==> config.mk <==
export PLATFORM = sky130hd
export DESIGN_NAME = alu_multiword_sequencer
export DESIGN_NICKNAME = d
export VERILOG_FILES = /design/src/rtl/alu_multiword_sequencer_pkg.sv /design/src/rtl/alu_multiword_sequencer_slicer.sv /design/src/rtl/alu_multiword_sequencer.sv
export SDC_FILE = /design/constraint.sdc
export NUM_CORES = 1
export LEC_CHECK = 0
export ABC_CLOCK_PERIOD_IN_PS = 4000
export BUFFER_PORTS_ARGS = -buffer_cell sky130_fd_sc_hd__buf_2
export CAP_MARGIN = 10
export CELL_PAD_IN_SITES_DETAIL_PLACEMENT = 1
export CELL_PAD_IN_SITES_GLOBAL_PLACEMENT = 2
export CORE_ASPECT_RATIO = 0.9
export CORE_MARGIN = 2
export CORE_UTILIZATION = 32
export CTS_CLUSTER_SIZE = 28
export DETAILED_ROUTE_END_ITERATION = 16
export PLACE_DENSITY_LB_ADDON = 0.1
export SLEW_MARGIN = 20
export SYNTH_ARGS = -nofsm -noshare
export SYNTH_HDL_FRONTEND = slang
export SYNTH_SLANG_ARGS = --single-unit
==> constraint.sdc <==
create_clock -name clk_i -period 4 [get_ports clk_i]
set_input_delay 0.4 -clock clk_i [delete_from_list [all_inputs] [get_ports clk_i]]
set_output_delay 0.4 -clock clk_i [all_outputs]
set_load 0.005 [all_outputs]
==> src/rtl/alu_multiword_sequencer_pkg.sv <==
// -----------------------------------------------------------------------------
// alu_seq_pkg
// Shared types for the multi-word ALU sequencer.
//   unit_e  : ALU unit / flag-select code driven onto the ALU.
//   state_e : sequencer FSM states.
//   flags_t : aggregated response flags {cf, zf, of, sf, pf}.
//   OP_*    : block op codes, mirrored from the ALU package encoding.
// -----------------------------------------------------------------------------
package alu_seq_pkg;

  typedef enum logic [1:0] {
    ARITH  = 2'd0,
    LOGIC  = 2'd1,
    LSHIFT = 2'd2,
    RSHIFT = 2'd3
  } unit_e;

  typedef enum logic [1:0] {
    IDLE = 2'd0,
    RUN  = 2'd1,
    DONE = 2'd2
  } state_e;

  typedef struct packed {
    logic cf;
    logic zf;
    logic of;
    logic sf;
    logic pf;
  } flags_t;

  // Arithmetic block ops (SUB is A + ~B + carry, carry = not-borrow)
  localparam logic [1:0] OP_ADD  = 2'd0;
  localparam logic [1:0] OP_SUB  = 2'd1;
  // Logic block ops
  localparam logic [1:0] OP_AND  = 2'd0;
  localparam logic [1:0] OP_OR   = 2'd1;
  localparam logic [1:0] OP_XOR  = 2'd2;
  localparam logic [1:0] OP_NAND = 2'd3;

endpackage : alu_seq_pkg

==> src/rtl/alu_multiword_sequencer_slicer.sv <==
// -----------------------------------------------------------------------------
// alu_word_slicer
// Combinational word select for the multi-word sequencer.
//   a_i, b_i   : full operands, LSW at bit 0.
//   idx_i      : word index being processed.
//   msw_i      : index of the most significant word of the operation.
//   unit_i     : selects which neighbour feeds the shift-in bits.
//   a_word_o   : A word[idx].
//   b_word_o   : B word[idx].
//   c_o        : shift-in bits for the current word
//                LSHIFT: A word[idx-1][WW-1:1], 0 at idx 0
//                RSHIFT: A word[idx+1][WW-2:0], 0 at the MSW
//                others: 0
// -----------------------------------------------------------------------------
module alu_word_slicer
  import alu_seq_pkg::*;
#(
  parameter int unsigned WORD_WIDTH = 8,
  parameter int unsigned MAX_WORDS  = 4,
  localparam int unsigned CNT_W     = $clog2(MAX_WORDS)
) (
  input  logic [MAX_WORDS*WORD_WIDTH-1:0] a_i,
  input  logic [MAX_WORDS*WORD_WIDTH-1:0] b_i,
  input  logic [CNT_W-1:0]                idx_i,
  input  logic [CNT_W-1:0]                msw_i,
  input  unit_e                           unit_i,
  output logic [WORD_WIDTH-1:0]           a_word_o,
  output logic [WORD_WIDTH-1:0]           b_word_o,
  output logic [WORD_WIDTH-2:0]           c_o
);

  logic [WORD_WIDTH-1:0] a_w [MAX_WORDS];
  logic [WORD_WIDTH-1:0] b_w [MAX_WORDS];
  logic [CNT_W-1:0]      idx_prev;
  logic [CNT_W-1:0]      idx_next;

  for (genvar g = 0; g < MAX_WORDS; g++) begin : g_split
    assign a_w[g] = a_i[g*WORD_WIDTH +: WORD_WIDTH];
    assign b_w[g] = b_i[g*WORD_WIDTH +: WORD_WIDTH];
  end

  // Neighbour indices wrap at the ends; the wrapped word is never used
  // because the edge cases force c_o to zero.
  assign idx_prev = idx_i - 1'b1;
  assign idx_next = idx_i + 1'b1;

  assign a_word_o = a_w[idx_i];
  assign b_word_o = b_w[idx_i];

  always_comb begin
    c_o = '0;
    case (unit_i)
      LSHIFT: if (idx_i != '0)    c_o = a_w[idx_prev][WORD_WIDTH-1:1];
      RSHIFT: if (idx_i != msw_i) c_o = a_w[idx_next][WORD_WIDTH-2:0];
      default: c_o = '0;
    endcase
  end

endmodule : alu_word_slicer

==> src/rtl/alu_multiword_sequencer.sv <==
// -----------------------------------------------------------------------------
// alu_multiword_sequencer
// Initiator side of the ALU operand/flag interface. Accepts a 1..MAX_WORDS
// word operation, drives one ALU word per cycle with chained carry and
// shift-in bits, and returns the assembled result with aggregated flags.
//   clk_i, rst_ni              : clock, async active-low reset
//   req_valid_i / req_ready_o  : request handshake (ready only in IDLE)
//   req_unit_i, req_op_i       : ALU unit and block op
//   req_words_i                : word count minus 1
//   req_cf_i                   : initial carry
//   req_a_i, req_b_i           : operands, LSW at bit 0
//   alu_select_flags_o, alu_op_o, alu_a_o, alu_b_o, alu_c_o, alu_cf_o
//                              : ALU drive, zero outside RUN
//   alu_*_r_i, alu_*f_i        : ALU block results and selected flags
//   rsp_valid_o / rsp_ready_i  : response handshake (valid only in DONE)
//   rsp_r_o, rsp_*f_o          : result and aggregated flags
// -----------------------------------------------------------------------------
module alu_multiword_sequencer
  import alu_seq_pkg::*;
#(
  parameter int unsigned WORD_WIDTH = 8,
  parameter int unsigned MAX_WORDS  = 4,
  localparam int unsigned CNT_W     = $clog2(MAX_WORDS)
) (
  input  logic                            clk_i,
  input  logic                            rst_ni,
  input  logic                            req_valid_i,
  output logic                            req_ready_o,
  input  logic [1:0]                      req_unit_i,
  input  logic [1:0]                      req_op_i,
  input  logic [CNT_W-1:0]                req_words_i,
  input  logic                            req_cf_i,
  input  logic [MAX_WORDS*WORD_WIDTH-1:0] req_a_i,
  input  logic [MAX_WORDS*WORD_WIDTH-1:0] req_b_i,
  output logic [1:0]                      alu_select_flags_o,
  output logic [1:0]                      alu_op_o,
  output logic [WORD_WIDTH-1:0]           alu_a_o,
  output logic [WORD_WIDTH-1:0]           alu_b_o,
  output logic [WORD_WIDTH-2:0]           alu_c_o,
  output logic                            alu_cf_o,
  input  logic [WORD_WIDTH-1:0]           alu_ab_r_i,
  input  logic [WORD_WIDTH-1:0]           alu_lb_r_i,
  input  logic [WORD_WIDTH-1:0]           alu_lsb_r_i,
  input  logic [WORD_WIDTH-1:0]           alu_rsb_r_i,
  input  logic                            alu_cf_i,
  input  logic                            alu_zf_i,
  input  logic                            alu_of_i,
  input  logic                            alu_sf_i,
  input  logic                            alu_pf_i,
  output logic                            rsp_valid_o,
  input  logic                            rsp_ready_i,
  output logic [MAX_WORDS*WORD_WIDTH-1:0] rsp_r_o,
  output logic                            rsp_cf_o,
  output logic                            rsp_zf_o,
  output logic                            rsp_of_o,
  output logic                            rsp_sf_o,
  output logic                            rsp_pf_o
);

  localparam int unsigned TOT_W = MAX_WORDS * WORD_WIDTH;

  state_e                state_q, state_d;
  unit_e                 unit_q,  unit_d;
  logic [1:0]            op_q,    op_d;
  logic [CNT_W-1:0]      words_q, words_d;
  logic [CNT_W-1:0]      idx_q,   idx_d;
  logic                  cf_q,    cf_d;
  logic [TOT_W-1:0]      a_q,     a_d;
  logic [TOT_W-1:0]      b_q,     b_d;
  logic [TOT_W-1:0]      r_q,     r_d;
  flags_t                flags_q, flags_d;

  logic [WORD_WIDTH-1:0] a_word;
  logic [WORD_WIDTH-1:0] b_word;
  logic [WORD_WIDTH-2:0] c_bits;
  logic [WORD_WIDTH-1:0] res_word;
  logic                  run;
  logic                  last_word;
  unit_e                 req_unit;

  assign req_unit = unit_e'(req_unit_i);
  assign run      = (state_q == RUN);

  alu_word_slicer #(
    .WORD_WIDTH (WORD_WIDTH),
    .MAX_WORDS  (MAX_WORDS)
  ) u_slicer (
    .a_i      (a_q),
    .b_i      (b_q),
    .idx_i    (idx_q),
    .msw_i    (words_q),
    .unit_i   (unit_q),
    .a_word_o (a_word),
    .b_word_o (b_word),
    .c_o      (c_bits)
  );

  // Result of the current word comes from the block matching the unit
  always_comb begin
    res_word = '0;
    case (unit_q)
      ARITH:   res_word = alu_ab_r_i;
      LOGIC:   res_word = alu_lb_r_i;
      LSHIFT:  res_word = alu_lsb_r_i;
      RSHIFT:  res_word = alu_rsb_r_i;
      default: res_word = '0;
    endcase
  end

  // Right shifts walk MSW -> LSW so each word sees the carry-out of the
  // word above it; everything else walks LSW -> MSW.
  assign last_word = (unit_q == RSHIFT) ? (idx_q == '0) : (idx_q == words_q);

  always_comb begin
    state_d = state_q;
    unit_d  = unit_q;
    op_d    = op_q;
    words_d = words_q;
    idx_d   = idx_q;
    cf_d    = cf_q;
    a_d     = a_q;
    b_d     = b_q;
    r_d     = r_q;
    flags_d = flags_q;

    case (state_q)
      IDLE: begin
        if (req_valid_i) begin
          unit_d     = req_unit;
          op_d       = req_op_i;
          words_d    = req_words_i;
          cf_d       = req_cf_i;
          a_d        = req_a_i;
          b_d        = req_b_i;
          r_d        = '0;
          flags_d    = '0;
          // zf is an AND over all words, so it starts from 1
          flags_d.zf = 1'b1;
          idx_d      = (req_unit == RSHIFT) ? req_words_i : '0;
          state_d    = RUN;
        end
      end

      RUN: begin
        for (int unsigned w = 0; w < MAX_WORDS; w++) begin
          if (idx_q == CNT_W'(w)) begin
            r_d[w*WORD_WIDTH +: WORD_WIDTH] = res_word;
          end
        end
        cf_d       = alu_cf_i;
        flags_d.cf = alu_cf_i;
        flags_d.zf = flags_q.zf & alu_zf_i;
        if (idx_q == words_q) begin
          flags_d.of = alu_of_i;
          flags_d.sf = alu_sf_i;
        end
        if (idx_q == '0) begin
          flags_d.pf = alu_pf_i;
        end
        if (last_word) begin
          state_d = DONE;
        end else if (unit_q == RSHIFT) begin
          idx_d = idx_q - 1'b1;
        end else begin
          idx_d = idx_q + 1'b1;
        end
      end

      DONE: begin
        if (rsp_ready_i) begin
          state_d = IDLE;
        end
      end

      default: state_d = IDLE;
    endcase
  end

  always_ff @(posedge clk_i or negedge rst_ni) begin
    if (!rst_ni) begin
      state_q <= IDLE;
      unit_q  <= ARITH;
      op_q    <= '0;
      words_q <= '0;
      idx_q   <= '0;
      cf_q    <= 1'b0;
      a_q     <= '0;
      b_q     <= '0;
      r_q     <= '0;
      flags_q <= '0;
    end else begin
      state_q <= state_d;
      unit_q  <= unit_d;
      op_q    <= op_d;
      words_q <= words_d;
      idx_q   <= idx_d;
      cf_q    <= cf_d;
      a_q     <= a_d;
      b_q     <= b_d;
      r_q     <= r_d;
      flags_q <= flags_d;
    end
  end

  assign req_ready_o        = (state_q == IDLE);
  assign rsp_valid_o        = (state_q == DONE);

  assign alu_select_flags_o = run ? unit_q : '0;
  assign alu_op_o           = run ? op_q   : '0;
  assign alu_a_o            = run ? a_word : '0;
  assign alu_b_o            = run ? b_word : '0;
  assign alu_c_o            = run ? c_bits : '0;
  assign alu_cf_o           = run ? cf_q   : 1'b0;

  assign rsp_r_o            = r_q;
  assign rsp_cf_o           = flags_q.cf;
  assign rsp_zf_o           = flags_q.zf;
  assign rsp_of_o           = flags_q.of;
  assign rsp_sf_o           = flags_q.sf;
  assign rsp_pf_o           = flags_q.pf;

endmodule : alu_multiword_sequencer
==> results.cfg, run 1 <==
[synthesis]
synth_top_family_by_area = multiplexers
synth_cells = 530
synthAdderAreaFrac = 0.00886
syn-num-nets = 646
synth.distinct_cells = 31
yosysMostFrequentCell = nand2_1
synthXorXnorAreaFrac = 0.00775
synthArstFlopShare = 1.00
ys_dominant_reg_cell = dfrtp_1
ys_ff_latch = 112
synth_common_cells = nand2_1 (220), dfrtp_1 (112), mux4_2 (38)
yosysSeqAreaShare = 0.496
synth_area_leaders = dfrtp_1 (50%), mux4_2 (15%), nand2_1 (15%)
synth-compound-area-share = 0.0339
synth_enable_flop_cells = 0
syn_area_per_cell_um2 = 10.7
synthSimpleGateAreaFrac = 0.202
synth_mux_area_frac = 0.218
yosysWarnings = 0
netlist_area_um2 = 5650
synthDominantCellAreaShare = 0.496
synth_top_area_cell = dfrtp_1

[placed_design]
io_buffer_count = 178
dp_cells = 925
dp_hpwl_um = 11700
gp_congestion = 0.751
dpl_cell_area_um2 = 6760

[grt]
grt-ovfl-total = 0
grt_start_max_net_pins = 67
antenna_found_initial = 0
grt_pass1_wl_um = 25200
track_usage = 0.177
grt_pass1_vias = 4685

[timing]
hold_viol = 0
slew_headroom = 0.422
hold_slack_ns = 0.160
fin_crit_sh = 0.791
slew_violations = 0
tightestPinTransition_ns = 0.867
rsz0062_at_grt = no
max_freq_mhz = 316
period_needed_ns = 3.16
skew_ns = 0.00474
setup_viol = 0
setup_tns_ns = 0

[setup_path]
slowest_delay_ns = 0.73
crit_slowest_cell = ha_1
crit_buf_inv = 3
timing.critical_path.required_ns = 3.60
cp_top_family = adder cells
crit_path_start_kind = flop
crit_path_end_kind = primary output
path_cells = buf_4 -> inv_1 -> ha_1 -> mux4_2 -> a22oi_1 -> nor2_1 -> buf_2
critical_path_class = reg -> out
worstPathMaxFanout = 22
arrival_ns = 2.76

[die]
io-pin-count = 179
core_um2 = 17400
fp-row-count = 46
die_w_um = 144
die_y_um = 130
die_area_um2 = 18700
start_util = 0.324

[clock_tree]
cts_buffers = 9
ctsResizeCount = 0
clockBufferDepth = 2
cts_htree_levels = 3
cts_hold_buf = 0
clk_pin_slew_ns = 0.07
cts_tree = done
clock-sinks = 112
clk-insertion-delay-late_ns = 0.35
cts_setup_buffers = 0
ctsRootBufferMaster = clkbuf_16

[layout]
drive_gt1_frac = 0.402
area_delta_synth_final_pct = 24.6
final_cells = 941
num_antenna_cells = 0
design_area_um2 = 7040
finish.net_count = 812
fin_util = 0.404

[drt]
ant_nets = 0
viasPerCell = 4.75
drcViolationCount = 0
drt_first_pass_iters = 4
vias = 4468
wl_per_cell_um = 17.2
first_iter_violations = 189
drt-total-wl_um = 16200

[worst_hold_path]
hp-class = in -> async

[status]
outcome = finished clean

[power_and_ir_drop]
power_density_nw_per_um2 = 777
leakage_nw = 3.65
vdd_drop_max_v = 0.000223

[run]
cap_violations = 0
through the flow:
stage,power [mW],setup slack (ns)
5_1_grt,5.91,0.675
3_3_place_gp,4.58,1.29
2_1_floorplan,3.79,1.11
4_1_cts,5.57,0.835
3_5_place_dp,4.67,1.23
6_report,5.47,0.837
power breakdown:
group / switching (mW) / internal, mW
registers: 0.392 / 1.62
clock network: 0.430 / 0.443
logic: 1.27 / 1.30
total: 2.10 / 3.37
state kept, by name, indices dropped and copies added, names as in the netlist:
name,count
idx_q,2
rsp_pf_o,1
rsp_of_o,1
cf_q,1
rsp_zf_o,1
rsp_cf_o,1
a_q,32
unit_q,2
b_q,32
op_q,2
words_q,2
rsp_r_o,32
rsp_sf_o,1
state_q,2
worst paths after layout:
check | start | to | slack [ns] | cells after the start
worst max-delay path | idx_q[1] | alu_c_o[6] | 0.84 | 7
min in group clk_i | req_b_i[13] | b_q[13] | 0.23 | 3
worst min-delay path | rst_ni | a_q[9] | 0.16 | 1
worst max register to register | idx_q[1] | idx_q[1] | 1.75 | 6
max in group asynchronous | rst_ni | a_q[14] | 2.95 | 2
worst min register to register | b_q[19] | b_q[19] | 0.47 | 2
routing by layer:
layer	global-route usage	part of all wire	vias to the layer above	routed length [um]
met4	0.0427	0.0095	0	154
li1	-	-	2106	-
met2	0.285	0.47	122	7610
met5	0	0	-	0
met1	0.249	0.47	2230	7540
met3	0.0356	0.055	10	897
placed cells by master (no fill, tap or decap), types with 8 or more instances in the layout:
| master | count |
|---|---|
| dfrtp_1 | 111 |
| mux4_2 | 38 |
| nor2_1 | 8 |
| and2_1 | 28 |
| buf_2 | 177 |
| clkbuf_16 | 9 |
| o21ai_0 | 9 |
| buf_4 | 10 |
| nand2_1 | 220 |
| mux2_2 | 32 |
| a22oi_1 | 9 |
cell type report:
type / count / area [um2]
fill: 2039 / 10400
multi-input combinational: 379 / 2660
tap: 240 / 300
timing repair buffer: 187 / 961
clock buffer: 10 / 239
clock inverter: 6 / 43.8
inverter: 7 / 26.3
sequential: 112 / 2800
cells by family after synthesis:
logic type,count (synthesis)
compound gates,25
mux,71
buf+inv,39
simple gates,274
xor+xnor,5
flops,112
fa+ha+maj,4
Note: power is estimated with default switching activity, not from simulation.
==> inputs of run 2 (changes only) <==
--- a/config.mk
+++ b/config.mk
@@ -5,14 +5,14 @@
 export SDC_FILE = /design/constraint.sdc
 export NUM_CORES = 1
 export LEC_CHECK = 0
-export ABC_CLOCK_PERIOD_IN_PS = 4000
+export ABC_CLOCK_PERIOD_IN_PS = 3300
 export BUFFER_PORTS_ARGS = -buffer_cell sky130_fd_sc_hd__buf_2
 export CAP_MARGIN = 10
 export CELL_PAD_IN_SITES_DETAIL_PLACEMENT = 1
 export CELL_PAD_IN_SITES_GLOBAL_PLACEMENT = 2
 export CORE_ASPECT_RATIO = 0.9
 export CORE_MARGIN = 2
-export CORE_UTILIZATION = 32
+export CORE_UTILIZATION = 31
 export CTS_CLUSTER_SIZE = 28
 export DETAILED_ROUTE_END_ITERATION = 16
 export PLACE_DENSITY_LB_ADDON = 0.1
==> constraint.sdc (replaced) <==
create_clock -name clk_i -period 3.3 [get_ports clk_i]
set_input_delay 0.33 -clock clk_i [delete_from_list [all_inputs] [get_ports clk_i]]
set_output_delay 0.33 -clock clk_i [all_outputs]
set_load 0.005 [all_outputs]
==> results.cfg, run 2 (synthesis gave the netlist of run 1 again) <==
[worst_hold_path]
hp-class = in -> async

[timing]
fin_crit_sh = 0.911
layout_setup_ws_ns = 0.295
period_needed_ns = 3.00
slew_violations = 0
rsz0062_at_grt = no
hold_slack_ns = 0.0678
skew_ns = 0.00822
hold_viol = 0
slew_headroom = 0.458
max_freq_mhz = 333
setup_tns_ns = 0
tightestPinTransition_ns = 0.813
setup_viol = 0

[die]
fp-row-count = 46
die_w_um = 146
die_y_um = 132
die_area_um2 = 19300
core_um2 = 17700
start_util = 0.319
io-pin-count = 179

[grt]
grt-ovfl-total = 0
antenna_found_initial = 1
grt_pass1_wl_um = 27200
grt_pass1_vias = 4950
track_usage = 0.180
grt_start_max_net_pins = 62

[setup_path]
arrival_ns = 2.67
timing.critical_path.required_ns = 2.97
worstPathMaxFanout = 15
crit_path_end_kind = primary output
critical_path_class = reg -> out
crit_path_start_kind = flop

[drt]
drt_first_pass_iters = 4
ant_nets = 0
viasPerCell = 4.72
first_iter_violations = 143
drcViolationCount = 0
vias = 4454
wl_per_cell_um = 17.7
drt-total-wl_um = 16700

[clock_tree]
clock-sinks = 112
ctsResizeCount = 0
clockBufferDepth = 2
cts_hold_buf = 0
clk-insertion-delay-late_ns = 0.36
cts_setup_buffers = 0
cts_buffers = 9
clk_pin_slew_ns = 0.07
ctsRootBufferMaster = clkbuf_16
cts_htree_levels = 3
cts_tree = done

[layout]
nFillCells = 2093
area_delta_synth_final_pct = 26.1
final_cell_mix = nand2_1 (220), buf_2 (177), dfrtp_1 (111), mux4_2 (38), mux2_2 (32)
multi_input_area_um2 = 2670
final-seq-area_um2 = 2800
final_common_cell = nand2_1
drive_gt1_frac = 0.404
finish.net_count = 814

[run]
cap_violations = 0

[placed_design]
post-place-ws_ns = 0.633
gp_congestion = 0.818
dp_hpwl_um = 12100
io_buffer_count = 178

[power_and_ir_drop]
leakage_nw = 3.69
vdd_drop_max_v = 0.000344
power_density_nw_per_um2 = 960
p_total_mw = 6.84

[status]
outcome = finished clean
## run 2: worst max-delay path: stages (launching register included)
cell	delay [ns]
dfrtp_2	0.58
inv_1	0.13
ha_1	0.74
mux4_2	0.40
a22oi_1	0.25
nor2_1	0.06
buf_2	0.15
## run 2: final timing paths
| path | from | end | slack (ns) | depth (start not counted) |
|---|---|---|---|---|
| setup / recovery | idx_q[0] | alu_c_o[6] | 0.30 | 6 |
| hold / removal | rst_ni | a_q[28] | 0.07 | 1 |
| setup reg to reg | idx_q[0] | rsp_r_o[10] | 1.09 | 5 |
| hold reg to reg | op_q[1] | op_q[1] | 0.47 | 2 |
| max in group asynchronous | rst_ni | rsp_r_o[23] | 2.43 | 2 |
| min in group clk_i | req_b_i[20] | b_q[20] | 0.16 | 3 |
## run 2: routing by layer
metal / global-route usage / share of wire / up-vias
met5: 0 / 0.00042 / -
met4: 0.0394 / 0.0094 / 2
met3: 0.0467 / 0.061 / 16
met2: 0.288 / 0.46 / 139
met1: 0.248 / 0.47 / 2195
li1: - / - / 2102
## run 2: metrics by stage
step,cells,util,cell area [um2]
global placement,927,0.383,6790
global route,943,0.402,7120
CTS,943,0.402,7120
finish,944,0.402,7130
detailed placement,927,0.383,6790
floorplan,530,-,5650
## run 2: report_power, final
group          total, mW  internal, mW  leakage, nW  switching, mW
registers           2.45          1.97         1.41          0.479
clock network       1.23         0.713        0.163          0.519
logic               3.16          1.60         2.12           1.56
total               6.84          4.28         3.69           2.56
## run 2: final cells by class
| type | instances | share of cell area |
|---|---|---|
| timing repair buffer | 189 | 0.139 |
| inverter | 7 | 0.00369 |
| clock buffer | 11 | 0.0355 |
| sequential | 112 | 0.394 |
| antenna | 1 | 0.000351 |
| clock inverter | 5 | 0.0119 |
| tap | 240 | 0.0421 |
| multi-input combinational | 379 | 0.374 |
==> inputs of run 3 (changes only) <==
--- a/config.mk
+++ b/config.mk
@@ -8,14 +8,11 @@
 export ABC_CLOCK_PERIOD_IN_PS = 3300
 export BUFFER_PORTS_ARGS = -buffer_cell sky130_fd_sc_hd__buf_2
 export CAP_MARGIN = 10
-export CELL_PAD_IN_SITES_DETAIL_PLACEMENT = 1
-export CELL_PAD_IN_SITES_GLOBAL_PLACEMENT = 2
 export CORE_ASPECT_RATIO = 0.9
 export CORE_MARGIN = 2
-export CORE_UTILIZATION = 31
+export CORE_UTILIZATION = 32
 export CTS_CLUSTER_SIZE = 28
 export DETAILED_ROUTE_END_ITERATION = 16
-export PLACE_DENSITY_LB_ADDON = 0.1
 export SLEW_MARGIN = 20
 export SYNTH_ARGS = -nofsm -noshare
 export SYNTH_HDL_FRONTEND = slang
==> results.cfg, run 3 (synthesis gave the netlist of run 1 again) <==
[grt]
antenna_found_initial = 0
grt_pass1_vias = 4436
globalRouteMet3Util = 0.0400
grt_pass1_wl_um = 23500
grt_start_max_net_pins = 76
met1_usage = 0.225
grtUsageMet2 = 0.266
busiest_layer = met2
grt-ovfl-total = 0
track_usage = 0.166

[placed_design]
io_buffer_count = 178
gp_congestion = 0.772
dp_hpwl_um = 10900
dpl_cell_area_um2 = 6780

[drt]
wl_per_cell_um = 16.1
drt_first_pass_iters = 4
viasPerCell = 4.67
vias = 4400
ant_nets = 0
drcViolationCount = 0
first_iter_violations = 237
drt-total-wl_um = 15200

[layout]
drive_gt1_frac = 0.403
final_cell_mix = nand2_1 (220), buf_2 (177), dfrtp_1 (111), mux4_2 (38), mux2_2 (32)
multi_input_area_um2 = 2670
final_common_cell = nand2_1
area_delta_synth_final_pct = 25.6
final-seq-area_um2 = 2800
fin_util = 0.407
design_area_um2 = 7100
nFillCells = 1755
finish.net_count = 814
num_antenna_cells = 0

[timing]
period_needed_ns = 2.73
setup_tns_ns = 0
hold_slack_ns = 0.151
tightestPinTransition_ns = 0.948
setup_viol = 0
hold_viol = 0
slew_headroom = 0.366
fin_crit_sh = 0.826
rsz0062_at_grt = no
max_freq_mhz = 367
skew_ns = 0.00852
slew_violations = 0

[worst_hold_path]
hp-start = req_a_i[29]
hold_path_depth = 3
hp-class = in -> reg
min_to = a_q[29]

[clock_tree]
cts_buffers = 9
clockBufferDepth = 2
cts_htree_levels = 3
cts_tree = done
clk-insertion-delay-late_ns = 0.36
cts_setup_buffers = 0
clock-sinks = 112
ctsRootBufferMaster = clkbuf_16
ctsResizeCount = 0
clk_pin_slew_ns = 0.08

[setup_path]
crit_slowest_cell = a21oi_1
crit_buf_inv = 2
critical_path_class = reg -> out
arrival_ns = 2.40
timing.critical_path.required_ns = 2.97
cp_top_family = compound AO/OA/AOI/OAI gates
worstPathMaxFanout = 36
reg2reg_depth = 5
crit_start = idx_q[0]
r2r_end = b_q[4]
crit_path_end_kind = primary output
crit_path_start_kind = flop
path_cells = buf_4 -> xnor2_1 -> a21oi_1 -> a22oi_1 -> nor2_1 -> buf_2
rr_startpoint = state_q[0]
slowest_delay_ns = 0.53
r2r_slack_ns = 1.19

[power_and_ir_drop]
vdd_drop_max_v = 0.000350
p_clk_frac = 0.172
p_sw_mw = 2.52
switching_share = 0.377
power_frac_seq = 0.359
power_density_nw_per_um2 = 941
leakage_nw = 3.68
internal-power_mw = 4.17
p_comb_frac = 0.468

[die]
start_util = 0.324
io-pin-count = 179
die_w_um = 144
die_area_um2 = 18700
die_y_um = 130
core_um2 = 17400
fp-row-count = 46

[run]
cap_violations = 0

[status]
outcome = finished clean
-- run 3: cell types whose count changed in the layout (fill, tap and decap cells not counted) --
cell and delta:
dlygate4sd3_1 +1, bufinv_16 -1, buf_4 -1, inv_8 +2
inv_6 -1, clkbuf_8 -2, diode_2 -1, clkinv_4 +2
-- run 3: routing by layer --
metal  part of all wire  routed length [um]  vias to the layer above
li1                   -                   -                     2103
met1               0.46                6960                     2145
met2               0.46                7040                      141
met3              0.065                 989                       11
met4              0.011                 170                        0
met5                  0                   0                        -
-- run 3: worst max path at each step --
stage	cells past startpoint	slack (ns)	to
5_1_grt	6	0.38	alu_c_o[3]
3_5_place_dp	6	0.91	alu_c_o[0]
4_1_cts	6	0.52	alu_c_o[0]
6_report	6	0.57	alu_c_o[0]
2_1_floorplan	10	0.48	alu_c_o[3]
3_3_place_gp	6	0.95	alu_c_o[0]
-- run 3: repair_timing --
action	CTS	global route
endpoints found under the setup margin	0	0
hold endpoints to repair	1	0
hold buffers	1	0
-- run 3: stage by stage --
step	total power [mW]	setup slack [ns]	instances
final	6.68	0.574	943
after global routing	7.21	0.385	943
after CTS	6.79	0.518	943
after detailed placement	5.61	0.915	926
after global placement	5.54	0.948	926
after floorplan	4.60	0.479	530
-- run 3: tightest hold or removal path: cells and delay by family --
family | cells | cell delay, ns
and+or+nand+nor | 2 | 0.08
buffers and inverters | 1 | 0.07
-- run 3: final cells by class --
class                      count  share of cell area
sequential                   112               0.395
multi-input combinational    379               0.376
timing repair buffer         189               0.140
tap                          240              0.0423
clock buffer                   9              0.0317
clock inverter                 7              0.0122
inverter                       7             0.00370
-- run 3: power by group through the flow --
stage | registers [mW] | clock network [mW] | logic, mW
2_1_floorplan | 2.29 | 0 | 2.30
3_3_place_gp | 2.41 | 0 | 3.13
3_5_place_dp | 2.43 | 0 | 3.18
4_1_cts | 2.41 | 1.19 | 3.19
5_1_grt | 2.48 | 1.24 | 3.49
6_report | 2.40 | 1.15 | 3.13
